[config.mk]
export PLATFORM = sky130hd
export DESIGN_NAME = uart_echo_buffer
export DESIGN_NICKNAME = d
export VERILOG_FILES = /design/src/rtl/uart_echo_buffer.sv
export SDC_FILE = /design/constraint.sdc
export NUM_CORES = 1
export LEC_CHECK = 0
export ABC_CLOCK_PERIOD_IN_PS = 3300
export CORE_MARGIN = 2
export CORE_UTILIZATION = 41
export CTS_CLUSTER_DIAMETER = 100
export CTS_CLUSTER_SIZE = 10
export DETAILED_ROUTE_END_ITERATION = 8
export PLACE_DENSITY_LB_ADDON = 0.08
export SYNTH_ARGS = -nofsm -noshare
export SYNTH_HDL_FRONTEND = slang
export SYNTH_SLANG_ARGS = --single-unit
export TNS_END_PERCENT = 5
[constraint.sdc]
create_clock -name clk_i -period 3.3 [get_ports clk_i]
set_input_delay 0.66 -clock clk_i [delete_from_list [all_inputs] [get_ports clk_i]]
set_output_delay 0.66 -clock clk_i [all_outputs]
set_load 0.02 [all_outputs]
[src/rtl/uart_echo_buffer.sv]
`default_nettype none
// ============================================================================
// Module   : uart_echo_buffer
// Brief    : FIFO-buffered UART echo path; replays received characters to the
//            transmitter as one-cycle enable pulses with an optional idle gap.
//            Define UART_ECHO_ERR_FILTER_EN to drop characters flagged with
//            parity or framing errors.
// Revision : 1.0 - initial release
// ============================================================================
module uart_echo_buffer #(
    parameter int p_data_width    = 7,
    parameter int p_depth_log2    = 4,
    parameter int p_tx_gap_cycles = 0
) (
    input  logic                    clk_i,
    input  logic                    rst_i,
    input  logic                    rx_data_ready_i,
    input  logic [p_data_width-1:0] rx_data_i,
    input  logic                    parity_err_i,
    input  logic                    framing_err_i,
    input  logic                    tx_data_sent_i,
    input  logic                    tx_busy_i,
    output logic                    tx_enable_o,
    output logic [p_data_width-1:0] tx_data_o,
    output logic [p_depth_log2:0]   fifo_level_o,
    output logic                    fifo_empty_o,
    output logic                    fifo_full_o,
    output logic [7:0]              overflow_cnt_o,
    output logic [7:0]              err_drop_cnt_o
);

    localparam int c_depth = 1 << p_depth_log2;
    localparam int c_gap_w = (p_tx_gap_cycles > 1) ? $clog2(p_tx_gap_cycles) : 1;
    localparam logic [c_gap_w-1:0] c_gap_load =
        (p_tx_gap_cycles > 0) ? c_gap_w'(p_tx_gap_cycles - 1) : '0;
    localparam logic [p_depth_log2:0] c_full_level = {1'b1, {p_depth_log2{1'b0}}};

    typedef enum logic [1:0] {
        S_IDLE      = 2'd0,
        S_WAIT_DONE = 2'd1,
        S_GAP       = 2'd2
    } state_t;

    logic [p_data_width-1:0] r_mem [c_depth];
    logic [p_depth_log2-1:0] r_wr_ptr;
    logic [p_depth_log2-1:0] r_rd_ptr;
    logic [p_depth_log2:0]   r_level;
    logic                    r_rx_ready_q;
    logic                    r_tx_sent_q;
    logic [7:0]              r_overflow_cnt;
    logic [7:0]              r_err_drop_cnt;
    state_t                  r_state;
    logic [c_gap_w-1:0]      r_gap_cnt;
    logic                    r_tx_enable;
    logic [p_data_width-1:0] r_tx_data;

    logic w_push_req;
    logic w_sent_rise;
    logic w_rx_err;
    logic w_store_req;
    logic w_empty;
    logic w_full;
    logic w_pop;
    logic w_push;
    logic w_overflow;
    logic w_drop;

    assign w_push_req  = rx_data_ready_i & ~r_rx_ready_q;
    assign w_sent_rise = tx_data_sent_i & ~r_tx_sent_q;

`ifdef UART_ECHO_ERR_FILTER_EN
    assign w_rx_err = parity_err_i | framing_err_i;
`else
    // Error flags are read but masked so every request is stored.
    assign w_rx_err = 1'b0 & (parity_err_i | framing_err_i);
`endif

    assign w_empty     = (r_level == '0);
    assign w_full      = (r_level == c_full_level);
    assign w_pop       = (r_state == S_IDLE) & ~w_empty & ~tx_busy_i;
    assign w_store_req = w_push_req & ~w_rx_err;
    // A pop on the same edge frees the slot, so a full FIFO still accepts.
    assign w_push      = w_store_req & (~w_full | w_pop);
    assign w_overflow  = w_store_req & w_full & ~w_pop;
    assign w_drop      = w_push_req & w_rx_err;

    always_ff @(posedge clk_i) begin
        if (w_push) begin
            r_mem[r_wr_ptr] <= rx_data_i;
        end
    end

    always_ff @(posedge clk_i) begin
        if (rst_i) begin
            r_wr_ptr       <= '0;
            r_rd_ptr       <= '0;
            r_level        <= '0;
            r_rx_ready_q   <= 1'b0;
            r_tx_sent_q    <= 1'b0;
            r_overflow_cnt <= '0;
            r_err_drop_cnt <= '0;
            r_state        <= S_IDLE;
            r_gap_cnt      <= '0;
            r_tx_enable    <= 1'b0;
            r_tx_data      <= '0;
        end else begin
            r_rx_ready_q <= rx_data_ready_i;
            r_tx_sent_q  <= tx_data_sent_i;

            if (w_push) begin
                r_wr_ptr <= r_wr_ptr + 1'b1;
            end
            if (w_pop) begin
                r_rd_ptr <= r_rd_ptr + 1'b1;
            end
            if (w_push && !w_pop) begin
                r_level <= r_level + 1'b1;
            end else if (w_pop && !w_push) begin
                r_level <= r_level - 1'b1;
            end

            if (w_overflow && (r_overflow_cnt != 8'hFF)) begin
                r_overflow_cnt <= r_overflow_cnt + 8'd1;
            end
            if (w_drop && (r_err_drop_cnt != 8'hFF)) begin
                r_err_drop_cnt <= r_err_drop_cnt + 8'd1;
            end

            r_tx_enable <= 1'b0;
            case (r_state)
                S_IDLE: begin
                    if (w_pop) begin
                        r_tx_data   <= r_mem[r_rd_ptr];
                        r_tx_enable <= 1'b1;
                        r_state     <= S_WAIT_DONE;
                    end
                end
                S_WAIT_DONE: begin
                    if (w_sent_rise) begin
                        if (p_tx_gap_cycles > 0) begin
                            r_gap_cnt <= c_gap_load;
                            r_state   <= S_GAP;
                        end else begin
                            r_state <= S_IDLE;
                        end
                    end
                end
                S_GAP: begin
                    if (r_gap_cnt == '0) begin
                        r_state <= S_IDLE;
                    end else begin
                        r_gap_cnt <= r_gap_cnt - 1'b1;
                    end
                end
                default: r_state <= S_IDLE;
            endcase
        end
    end

    assign tx_enable_o    = r_tx_enable;
    assign tx_data_o      = r_tx_data;
    assign fifo_level_o   = r_level;
    assign fifo_empty_o   = w_empty;
    assign fifo_full_o    = w_full;
    assign overflow_cnt_o = r_overflow_cnt;
    assign err_drop_cnt_o = r_err_drop_cnt;

endmodule
`default_nettype wire

## Word-level counts from Yosys, hierarchy flattened

Memories as Yosys holds them, arrays and structs flattened. A register that Yosys moved wholly into a read port is not among the register bits.
Cells that the tools add are included.

| word-level totals | value |
|---|---|
| register bits after elaboration | 27 |
| bits in latches | 0 |
| RAM bits | 112 |
| ROM bits | 0 |
| input bits | 14 |
| output and inout port bits | 31 |
| word-level logic and storage cells | 59 |
| memories kept | 1 |

| operators by class | value |
|---|---|
| $add $sub $neg | 6 |
| multipliers | 0 |
| div/mod/pow operators | 0 |
| order comparisons | 0 |
| eq/ne operators | 7 |
| shifts and indexed selects | 0 |
| multiplexer cells | 10 |
| bitwise gates (word level) | 15 |
| reduce and logical (&&, ||, !) cells | 11 |

Memories:

| name | depth | width | read ports | clocked after memory_dff | write ports | RTL line | text |
|---|---|---|---|---|---|---|---|
| r_mem | 16 | 7 | 1 | 1 | 1 | 44 | `logic [p_data_width-1:0] r_mem [c_depth];` |

Operator list:

| kind | number |
|---|---|
| $mux 5 | 2 |
| $add 4x1->4 const B | 2 |
| $add 8x1->8 const B | 1 |
| $ne 8x8->1 const B | 1 |
| $and 1x1->1 | 7 |
| $not 1->1 | 7 |
| $mux 2 | 3 |
| $ne 2x2->1 const B | 3 |
| $pmux 2 s3 | 1 |
| $add 5x1->5 const B | 1 |
| $eq 5x5->1 const B | 1 |
| $logic_not 5->1 | 1 |
| $sub 5x1->5 const B | 1 |
| $mux 1 | 4 |
| $logic_and 1x1->1 | 3 |
| $reduce_and 3->1 | 1 |
| $eq 2x1->1 const B | 1 |
| $eq 2x2->1 const B | 1 |
| $logic_not 1->1 | 2 |
| $logic_not 2->1 | 1 |
| $reduce_and 2->1 | 1 |
| $reduce_bool 2->1 | 1 |
| $reduce_or 2->1 | 1 |
| $or 1x1->1 | 1 |
| $sub 1x1->1 const B | 1 |

## Depth between registers and ports, before layout

Gate-level depths: netlist of the first run.

| logic depth | value |
|---|---|
| depth in word-level cells | 10 |
| depth in mapped cells | 11 |
| depth with buffers taken out | 10 |

## Worst setup path before layout of the first run

Ideal clock, no wire load.

| timing path | value |
|---|---|
| path kind | register -> register |
| start | register r_level[0] (netlist: fifo_level_o[0]) |
| end | register r_level[4] (netlist: fifo_level_o[4]) |
| library setup time | 0.121 ns |
| arrival | 2.854 ns |
| data required time | 3.179 ns |
| path slack | 0.325 ns |
| cell stages (with the launch flop) | 12 |
| buffers on the path | 1 |
| clock period less this slack | 2.975 ns |
| cell sequence | dfxtp_1 -> or4_1 -> buf_2 -> o21ai_2 -> inv_2 -> ha_1 -> inv_1 -> ha_1 -> a21o_1 -> a21oi_1 -> mux2i_1 -> mux2_2 |

| between the ends | value |
|---|---|
| word-level cells in the longest chain between the ends | 9 |
| elaborated cells on any way between the ends | 17 |
| classes of those cells | add/sub: 2; eq/ne: 1; mux: 2; bitwise: 6; reduce/logical: 6 |

RTL lines:

| element | RTL line | text |
|---|---|---|
| from (decl) | 47 | `logic [p_depth_log2:0] r_level;` |
| from (signal assigned) | 117 | `r_level <= r_level + 1'b1;` |
| from (signal assigned) | 119 | `r_level <= r_level - 1'b1;` |
| $logic_not 5->1 | 78 | `assign w_empty = (r_level == '0);` |
| $not 1->1 | 80 | `assign w_pop = (r_state == S_IDLE) & ~w_empty & ~tx_busy_i;` |
| $and 1x1->1 (2 in series) | 80 |  |
| $or 1x1->1 * | 83 | `assign w_push = w_store_req & (~w_full \| w_pop);` |
| $and 1x1->1 * | 83 |  |
| net w_push | 64 | `logic w_push;` |
| $logic_not 1->1 | 118 | `end else if (w_pop && !w_push) begin` |
| $logic_and 1x1->1 | 118 |  |
| $reduce_bool 2->1 (no line) | n/a |  |

The timed path passes the listed nets; every way through them passes the cells marked *. The select of a mux whose other input is x is not followed.
A chain may end at the register's enable or synchronous reset.

## Worst setup path after layout of the first run

Ends and elaborated chain as after synthesis.

==> qor.txt, run 1 <==
Share of the synthesized area in the top cell type: 56.3%
Endpoints failing hold: 0
Core Util, Final: 49.8%
DR iter-0 viols: 268
EDFF count, synth: 112
Most frequent cell after synthesis: edfxtp_1
Clk slew on worst S/H paths: 0.06 ns
Yosys top cell by area: edfxtp_1
Cells after Synth: 427
Reg2reg setup slack: 0.24 ns
Router iterations before antenna repair: 4
Cell leakage power: 2.30 nW
Final hold slack: 0.495 ns
GRT Util Overall: 17.2%
IO Count: 45
Largest net degree at the start of global routing: 57
Number of synthesized register bits: 144
Mean Syn Cell Area: 14.0 um2
Critical path data arrival time: 3.37 ns
Post_cts resized: 0
Area of the multi-input gates: 0.00178 mm2
Post-route DRC: 0
Die area: 0.0155 mm2
Worst Hold Class: register to register
Status: finished, final reports clean
Crit. End Element: register
Int Power: 3.59 mW
Port-buffer cells: 34
RePlAce Congestion: 0.799
FF+latch area: 0.00401 mm2
Fillers: 1257
H-Tree Level Count: 4
Routed WL: 12600 um
Synth top cells by count: edfxtp_1, mux2i_1, nor2_1
Unrepaired setup endpoints after global routing: no
Comb power frac: 18.9%
Clk_lat worst skew: 0.43 ns
Layout cells sized above 1: 12.8%
Nets: 503
Final setup viols: 0
Clock Path Buffers: 2
Hold_buf cts: 0
Final worst path period need: 3.06 ns
Area added between synthesis and finish: 19.9%
Row cnt: 44
Max VDD drop: 0.343 mV
Tightest Pin Transition: 0.809 ns
PD cells: 694 mW/mm2
Primary FF master, synth: edfxtp_1
Synth cell types: 42
Clk_skew: 0.0133 ns
Fmax: 326 MHz
Post-Place Cell Area: 0.00659 mm2
Initial antenna violation count: 0
TritonCTS Buffers: 17
Finished Layout Cells: 675
Die Ht: 125 um
Die width: 125 um
Worst EP required: 3.61 ns
Register area share after synthesis: 67.1%
TritonCTS clock tree: yes
Sw Share: 27.7%
Grt total ovfl: 0
Design Power: 4.96 mW
Starting Density: 41.5%
Routed len/inst: 18.7 um
Vias: 3509
Maximum Capacitance Violations: 0
Synth top area cells: edfxtp_1, dfxtp_1, mux2i_1, o22ai_1, nor2_1
Vias in the first global route: 3476
Place WS: 0.0515 ns
Setup CP Type: register to register
Flop pwr share: 43.7%
# Post-CTS Setup Buffers: 0
Pins Over Slew Limit: 0
Async SR Flop Fraction: 0%
Startpoint Class: register
Post-route setup slack: 0.236 ns
First-pass GRT wire length: 19800 um
Dpl hpwl: 8330 um
Period utilisation layout: 92.8%
Setup TNS: 0 ns
Antenna viol nets, final: 0
Root Driver: clkbuf_16
Post-layout instance area: 0.00716 mm2
CP max FO: 6
Yosys warning count: 0
Clock share of power: 37.4%
Diodes inserted: 0
Clock sinks: 144
Placed cell count: 643
Netlist Area Pre-Place: 0.00597 mm2
Rel. slew slack: 45.9%
CORE AREA: 0.0144 mm2
Via density: 5.20
NetSw: 1.37 mW
## metal layers
layer	wire length [um]	global-route usage, %	share of wire (%)	vias to the layer above
li1	-	-	-	1705
met1	5900	23.2	47	1720
met2	6010	26.7	48	76
met3	645	4.64	5.1	8
met4	72	6.35	0.57	0
met5	0	0	0	-
## worst paths after layout
kind                                     start                      endpoint  cells after the start
setup reg to reg  fifo_level_o[0]$_SDFFE_PP0P_  fifo_level_o[4]$_SDFFE_PP0P_                     10
hold reg to reg      tx_data_o[5]$_SDFFE_PP0P_     tx_data_o[5]$_SDFFE_PP0P_                      2
hold / removal       tx_data_o[5]$_SDFFE_PP0P_     tx_data_o[5]$_SDFFE_PP0P_                      2
setup / recovery  fifo_level_o[0]$_SDFFE_PP0P_  fifo_level_o[4]$_SDFFE_PP0P_                     10
## critical path, cell delays in order, from the launching register on
cell and delay [ns]:
dfxtp_1 0.39, or4_1 0.69, o21ai_2 0.24, inv_2 0.06, ha_1 0.21, inv_1 0.13
ha_1 0.28, a21o_1 0.19, a21oi_1 0.19, mux2i_1 0.24, mux2_2 0.35
## logic make-up (layout without fill, tap and decap cells)
logic type                 count (synthesis)  after routing  share of synthesized area [%]
AOI/OAI and AO/OA                         68             68                           7.40
xor gates and xnor gates                   8              8                           1.17
adders and majority gates                 11             11                           2.43
buffers and inverters                     43            100                           3.61
DFF                                      144            144                           67.1
muxes                                     61             61                           10.3
other                                      1              8                         0.0628
and+or+nand+nor                           91             91                           7.99
## power groups by stage
stage	sequential, mW	combinational (mW)	clock [mW]
after CTS	2.17	0.949	1.89
after floorplan	2.24	0.548	0
final	2.17	0.938	1.86
after global routing	2.19	1.03	1.98
after detailed placement	2.21	0.947	0
after global placement	2.20	0.942	0
## registers in the layout, summed over array words and instances, names as in the netlist
| register | flops |
|---|---|
| tx_enable_o | 1 |
| r_state | 1 |
| r_mem | 112 |
| overflow_cnt_o | 8 |
| r_wr_ptr | 4 |
| r_tx_sent_q | 1 |
| tx_data_o | 7 |
| r_rx_ready_q | 1 |
| r_rd_ptr | 4 |
| fifo_level_o | 5 |
## layout by cell type, fill, tap and decap left out, types with 9 or more instances in the layout
cell type        count
inv_1                9
o22ai_1             28
mux2i_1             59
edfxtp_1           112
nor2_1              39
a21oi_1             13
clkbuf_16           17
dfxtp_1             31
buf_4               23
clkdlybuf4s50_1     34
ha_1                10
## cell type report
type / instances / area share (%)
flip-flops and latches: 144 / 56.0
clock buffers: 19 / 6.05
multi-input cells: 247 / 24.8
repair buffers: 58 / 7.45
inverters: 10 / 0.525
clock inverters: 13 / 1.92
well taps: 184 / 3.22
Power figures use the tool's default switching activity.
==> run 2, diff against run 1 <==
- ABC_CLOCK_PERIOD_IN_PS: 3300 -> 2500
- CORE_MARGIN: 2 -> 4
- clock period: 3.3 -> 2.5 ns (I/O delays scaled with it)
==> qor.txt, run 2 (synthesis results as in run 1) <==
Clk_lat worst skew: 0.42 ns
Root Driver: clkbuf_16
Critical path data arrival time: 2.84 ns
Starting Density: 42.3%
Cell leakage power: 2.42 nW
Final worst path period need: 2.54 ns
Layout cells sized above 1: 18.4%
Initial antenna violation count: 0
Worst EP required: 2.80 ns
Max reg flops: 112
Tightest Pin Transition: 0.672 ns
Most frequent cells in the layout: edfxtp_1, mux2i_1, buf_4
Dpl hpwl: 8810 um
Unrepaired setup endpoints after global routing: yes
First-pass GRT wire length: 20000 um
Area added between synthesis and finish: 23.3%
Failing checks: negative setup slack
Die width: 129 um
Setup TNS: -0.0395 ns
Post-route DRC: 0
Vias: 3562
Nets: 524
Routed len/inst: 18.6 um
CP max FO: 4
IO Count: 45
Clk_skew: 0.00991 ns
Setup CP Type: register to register
DR iter-0 viols: 310
Clk slew on worst S/H paths: 0.06 ns
Met2 wire length: 6260 um
Period utilisation layout: 102%
Grt total ovfl: 0
PD cells: 902 mW/mm2
Met3 WL: 512 um
Routed WL: 12900 um
Fmax: 394 MHz
Placed cell count: 659
Top routing layer used: met4
Die area: 0.0166 mm2
Hold_buf cts: 0
Router iterations before antenna repair: 5
Vias in the first global route: 3489
Most flop-heavy register: r_mem
Status: finished, violations left
Clock sinks: 144
Via density: 5.15
Die Ht: 129 um
Final setup viols: 1
Crit. End Element: register
Post-route setup slack: -0.0395 ns
GRT Util Overall: 16.2%
TritonCTS Buffers: 17
Met1 WL: 5930 um
Startpoint Class: register
Largest net degree at the start of global routing: 20
Most common cell after layout, fill and taps aside: edfxtp_1
CORE AREA: 0.0141 mm2
TritonCTS clock tree: yes
Maximum Capacitance Violations: 0
Finished Layout Cells: 692
Max VDD drop: 0.499 mV
Worst Hold Class: register to register
Endpoints failing hold: 0
Pins Over Slew Limit: 0
Clock Path Buffers: 2
Diodes inserted: 0
Core Util, Final: 52.2%
Final hold slack: 0.505 ns
H-Tree Level Count: 4
Row cnt: 43
Rel. slew slack: 55.1%
Antenna viol nets, final: 0
Port-buffer cells: 34
RePlAce Congestion: 0.815
run 2: cell types whose count changed in the layout (fill, tap and decap cells not counted), sizes merged:
cell,delta
dlygate4sd2,+2
clkbuf,+4
clkinv,+3
buf,+21
clkdlybuf4s50,-2
bufinv,-1
inv,-2
clkinvlp,-4
run 2: stage by stage:
step / worst slack, ns / area [um2] / total power [mW]
2_1_floorplan: -0.121 / 6060 / 3.76
3_3_place_gp: -0.456 / 6800 / 4.35
3_5_place_dp: -0.510 / 6800 / 4.38
4_1_cts: -0.0974 / 7330 / 6.67
5_1_grt: -0.143 / 7360 / 6.96
6_report: -0.0395 / 7360 / 6.64
run 2: power breakdown:
part	internal [mW]	switching (mW)	leakage, nW	total (mW)
combinational	0.706	0.789	0.881	1.50
clock	1.40	0.889	0.263	2.29
sequential	2.73	0.129	1.27	2.85
run 2: area by class of cell:
type,instances,area [um2]
fillers,1205,6730
flip-flops and latches,144,4020
multi-input cells,247,1840
repair buffers,79,701
clock buffers,23,468
well taps,180,225
clock inverters,9,68.8
inverters,10,42.5
run 2: metal layers:
metal	GRT usage, %	vias to the layer above
met2	25.6	61
met1	22.1	1735
li1	-	1752
met3	3.49	14
met5	0	-
met4	5.93	0
run 2: path summary, 6_finish.rpt:
| path | slack, ns | end | cells past startpoint | from |
|---|---|---|---|---|
| min reg2reg | 0.51 | overflow_cnt_o[7]$_SDFFE_PP0P_ | 2 | overflow_cnt_o[7]$_SDFFE_PP0P_ |
| max reg2reg | -0.04 | fifo_level_o[4]$_SDFFE_PP0P_ | 10 | fifo_level_o[2]$_SDFFE_PP0P_ |
| min | 0.51 | overflow_cnt_o[7]$_SDFFE_PP0P_ | 2 | overflow_cnt_o[7]$_SDFFE_PP0P_ |
| max | -0.04 | fifo_level_o[4]$_SDFFE_PP0P_ | 10 | fifo_level_o[2]$_SDFFE_PP0P_ |
run 2: timing repair:
item,4_1_cts,5_1_grt
endpoints found under the setup margin,3,2
setup buffers,0,1
gates resized for setup,2,7
pin swaps,1,2
run 2: worst max-delay path, stage by stage, from the launching register on:
cell and delay [ns]:
dfxtp_4 0.35, or4_4 0.57, o21ai_4 0.17, inv_4 0.05, ha_4 0.16, inv_4 0.07
ha_4 0.19, a21o_1 0.16, a21oi_2 0.14, mux2i_1 0.21, mux2_2 0.34
==> run 3, diff against run 2 <==
- DONT_BUFFER_PORTS: default -> 1
==> qor.txt, run 3 (synthesis results as in run 1) <==
Dpl hpwl: 8330 um
Final worst path period need: 2.53 ns
Post-route DRC: 0
Worst EP required: 2.81 ns
Via density: 5.24
Grt total ovfl: 0
Setup TNS: -0.0333 ns
Post-Place Cell Area: 0.00632 mm2
Placed cell count: 607
Max reg flops: 112
Critical R2R Launch: fifo_level_o[2]$_SDFFE_PP0P_
Die width: 129 um
Initial antenna violation count: 0
IO Count: 45
Fmax: 395 MHz
First-pass GRT wire length: 19600 um
Worst Hold Class: input port to register
R2R cell count: 10
Period utilisation layout: 101%
TritonCTS clock tree: yes
Most frequent cells in the layout: edfxtp_1, mux2i_1, nor2_1
Startpoint Class: register
Clock Path Buffers: 2
Pins Over Slew Limit: 0
Clk_skew: 0.00687 ns
Tightest Pin Transition: 1.15 ns
Min-Delay Path Depth: 1
Crit. End Element: register
Die Ht: 129 um
Root Driver: clkbuf_16
Post-layout instance area: 0.00692 mm2
Most flop-heavy register: r_mem
Rel. slew slack: 22.5%
Failing checks: negative setup slack
Reg2reg setup slack: -0.03 ns
TritonCTS Buffers: 17
Vias in the first global route: 3338
Max VDD drop: 0.612 mV
Status: finished, violations left
Clock sinks: 144
Critical path data arrival time: 2.84 ns
Diodes inserted: 0
Final setup viols: 1
Unrepaired setup endpoints after global routing: yes
Setup CP Type: register to register
Place WS: -0.0524 ns
DR iter-0 viols: 260
Crit Reg-Reg Endpoint: fifo_level_o[4]$_SDFFE_PP0P_
Clk slew on worst S/H paths: 0.06 ns
Min-Delay Endpoint: r_tx_sent_q$_SDFF_PP0_
Vias: 3351
Routed len/inst: 19.9 um
Clk_lat worst skew: 0.42 ns
GRT Util Overall: 16.4%
Die area: 0.0166 mm2
Endpoints failing hold: 0
Hold_buf cts: 0
CP max FO: 5
Post-route setup slack: -0.0333 ns
Maximum Capacitance Violations: 0
Cell leakage power: 2.21 nW
Routed WL: 12700 um
Largest net degree at the start of global routing: 36
PD cells: 946 mW/mm2
Antenna viol nets, final: 0
HP Start: rst_i
Layout cells sized above 1: 16.7%
Finished Layout Cells: 640
Core Util, Final: 49.1%
CORE AREA: 0.0141 mm2
Area added between synthesis and finish: 15.9%
Nets: 472
RePlAce Congestion: 0.755
H-Tree Level Count: 4
Starting Density: 42.3%
Most common cell after layout, fill and taps aside: edfxtp_1
Port-buffer cells: 0
Row cnt: 43
Router iterations before antenna repair: 4
-- run 3: critical path, stage by stage (launching register included) --
cell,delay [ns]
dfxtp_4,0.35
or4_4,0.55
o21ai_4,0.17
inv_4,0.05
ha_4,0.17
inv_6,0.07
ha_4,0.19
a21o_1,0.16
a21oi_2,0.14
mux2i_1,0.21
mux2_2,0.34
-- run 3: layout make-up --
class                      count  area [um2]
sequential                   144        4020
clock buffer                  19         433
tap                          180         225
fill                        1216        7180
clock inverter                13         146
timing repair buffer          27         228
multi-input combinational    247        1820
inverter                      10        45.0
-- run 3: per-stage QoR --
step	power [mW]	hold WS (ns)
after floorplan	3.76	0.477
after global placement	4.08	0.491
after detailed placement	4.10	0.502
after CTS	6.60	0.123
after global routing	6.87	0.123
final	6.54	0.149
-- run 3: power by group --
| part | total [mW] | internal (mW) | switching (mW) | leakage, nW |
|---|---|---|---|---|
| sequential | 2.92 | 2.72 | 0.195 | 1.27 |
| combinational | 1.15 | 0.511 | 0.636 | 0.653 |
| clock | 2.48 | 1.55 | 0.926 | 0.280 |
-- run 3: worst max path at each step --
stage	startpoint	endpoint	cells after the start
CTS	fifo_level_o[2]$_SDFFE_PP0P_	fifo_level_o[4]$_SDFFE_PP0P_	10
floorplan	fifo_level_o[2]$_SDFFE_PP0P_	fifo_level_o[4]$_SDFFE_PP0P_	11
detailed placement	fifo_level_o[0]$_SDFFE_PP0P_	fifo_level_o[4]$_SDFFE_PP0P_	10
global route	fifo_level_o[2]$_SDFFE_PP0P_	fifo_level_o[4]$_SDFFE_PP0P_	10
finish	fifo_level_o[2]$_SDFFE_PP0P_	fifo_level_o[4]$_SDFFE_PP0P_	10
global placement	tx_busy_i	fifo_level_o[4]$_SDFFE_PP0P_	11
-- run 3: repair_timing --
item | in CTS | in global routing
setup buffers | 1 | 0
resized for setup | 0 | 4
pin swaps | 1 | 1
setup endpoints to repair | 1 | 1
-- run 3: metal layers --
metal	wire, um	up-vias	global-route usage [%]
met4	109	0	5.68
met2	6300	51	25.7
met1	5730	1645	21.9
met5	0	-	0
met3	599	9	4.90
li1	-	1646	-
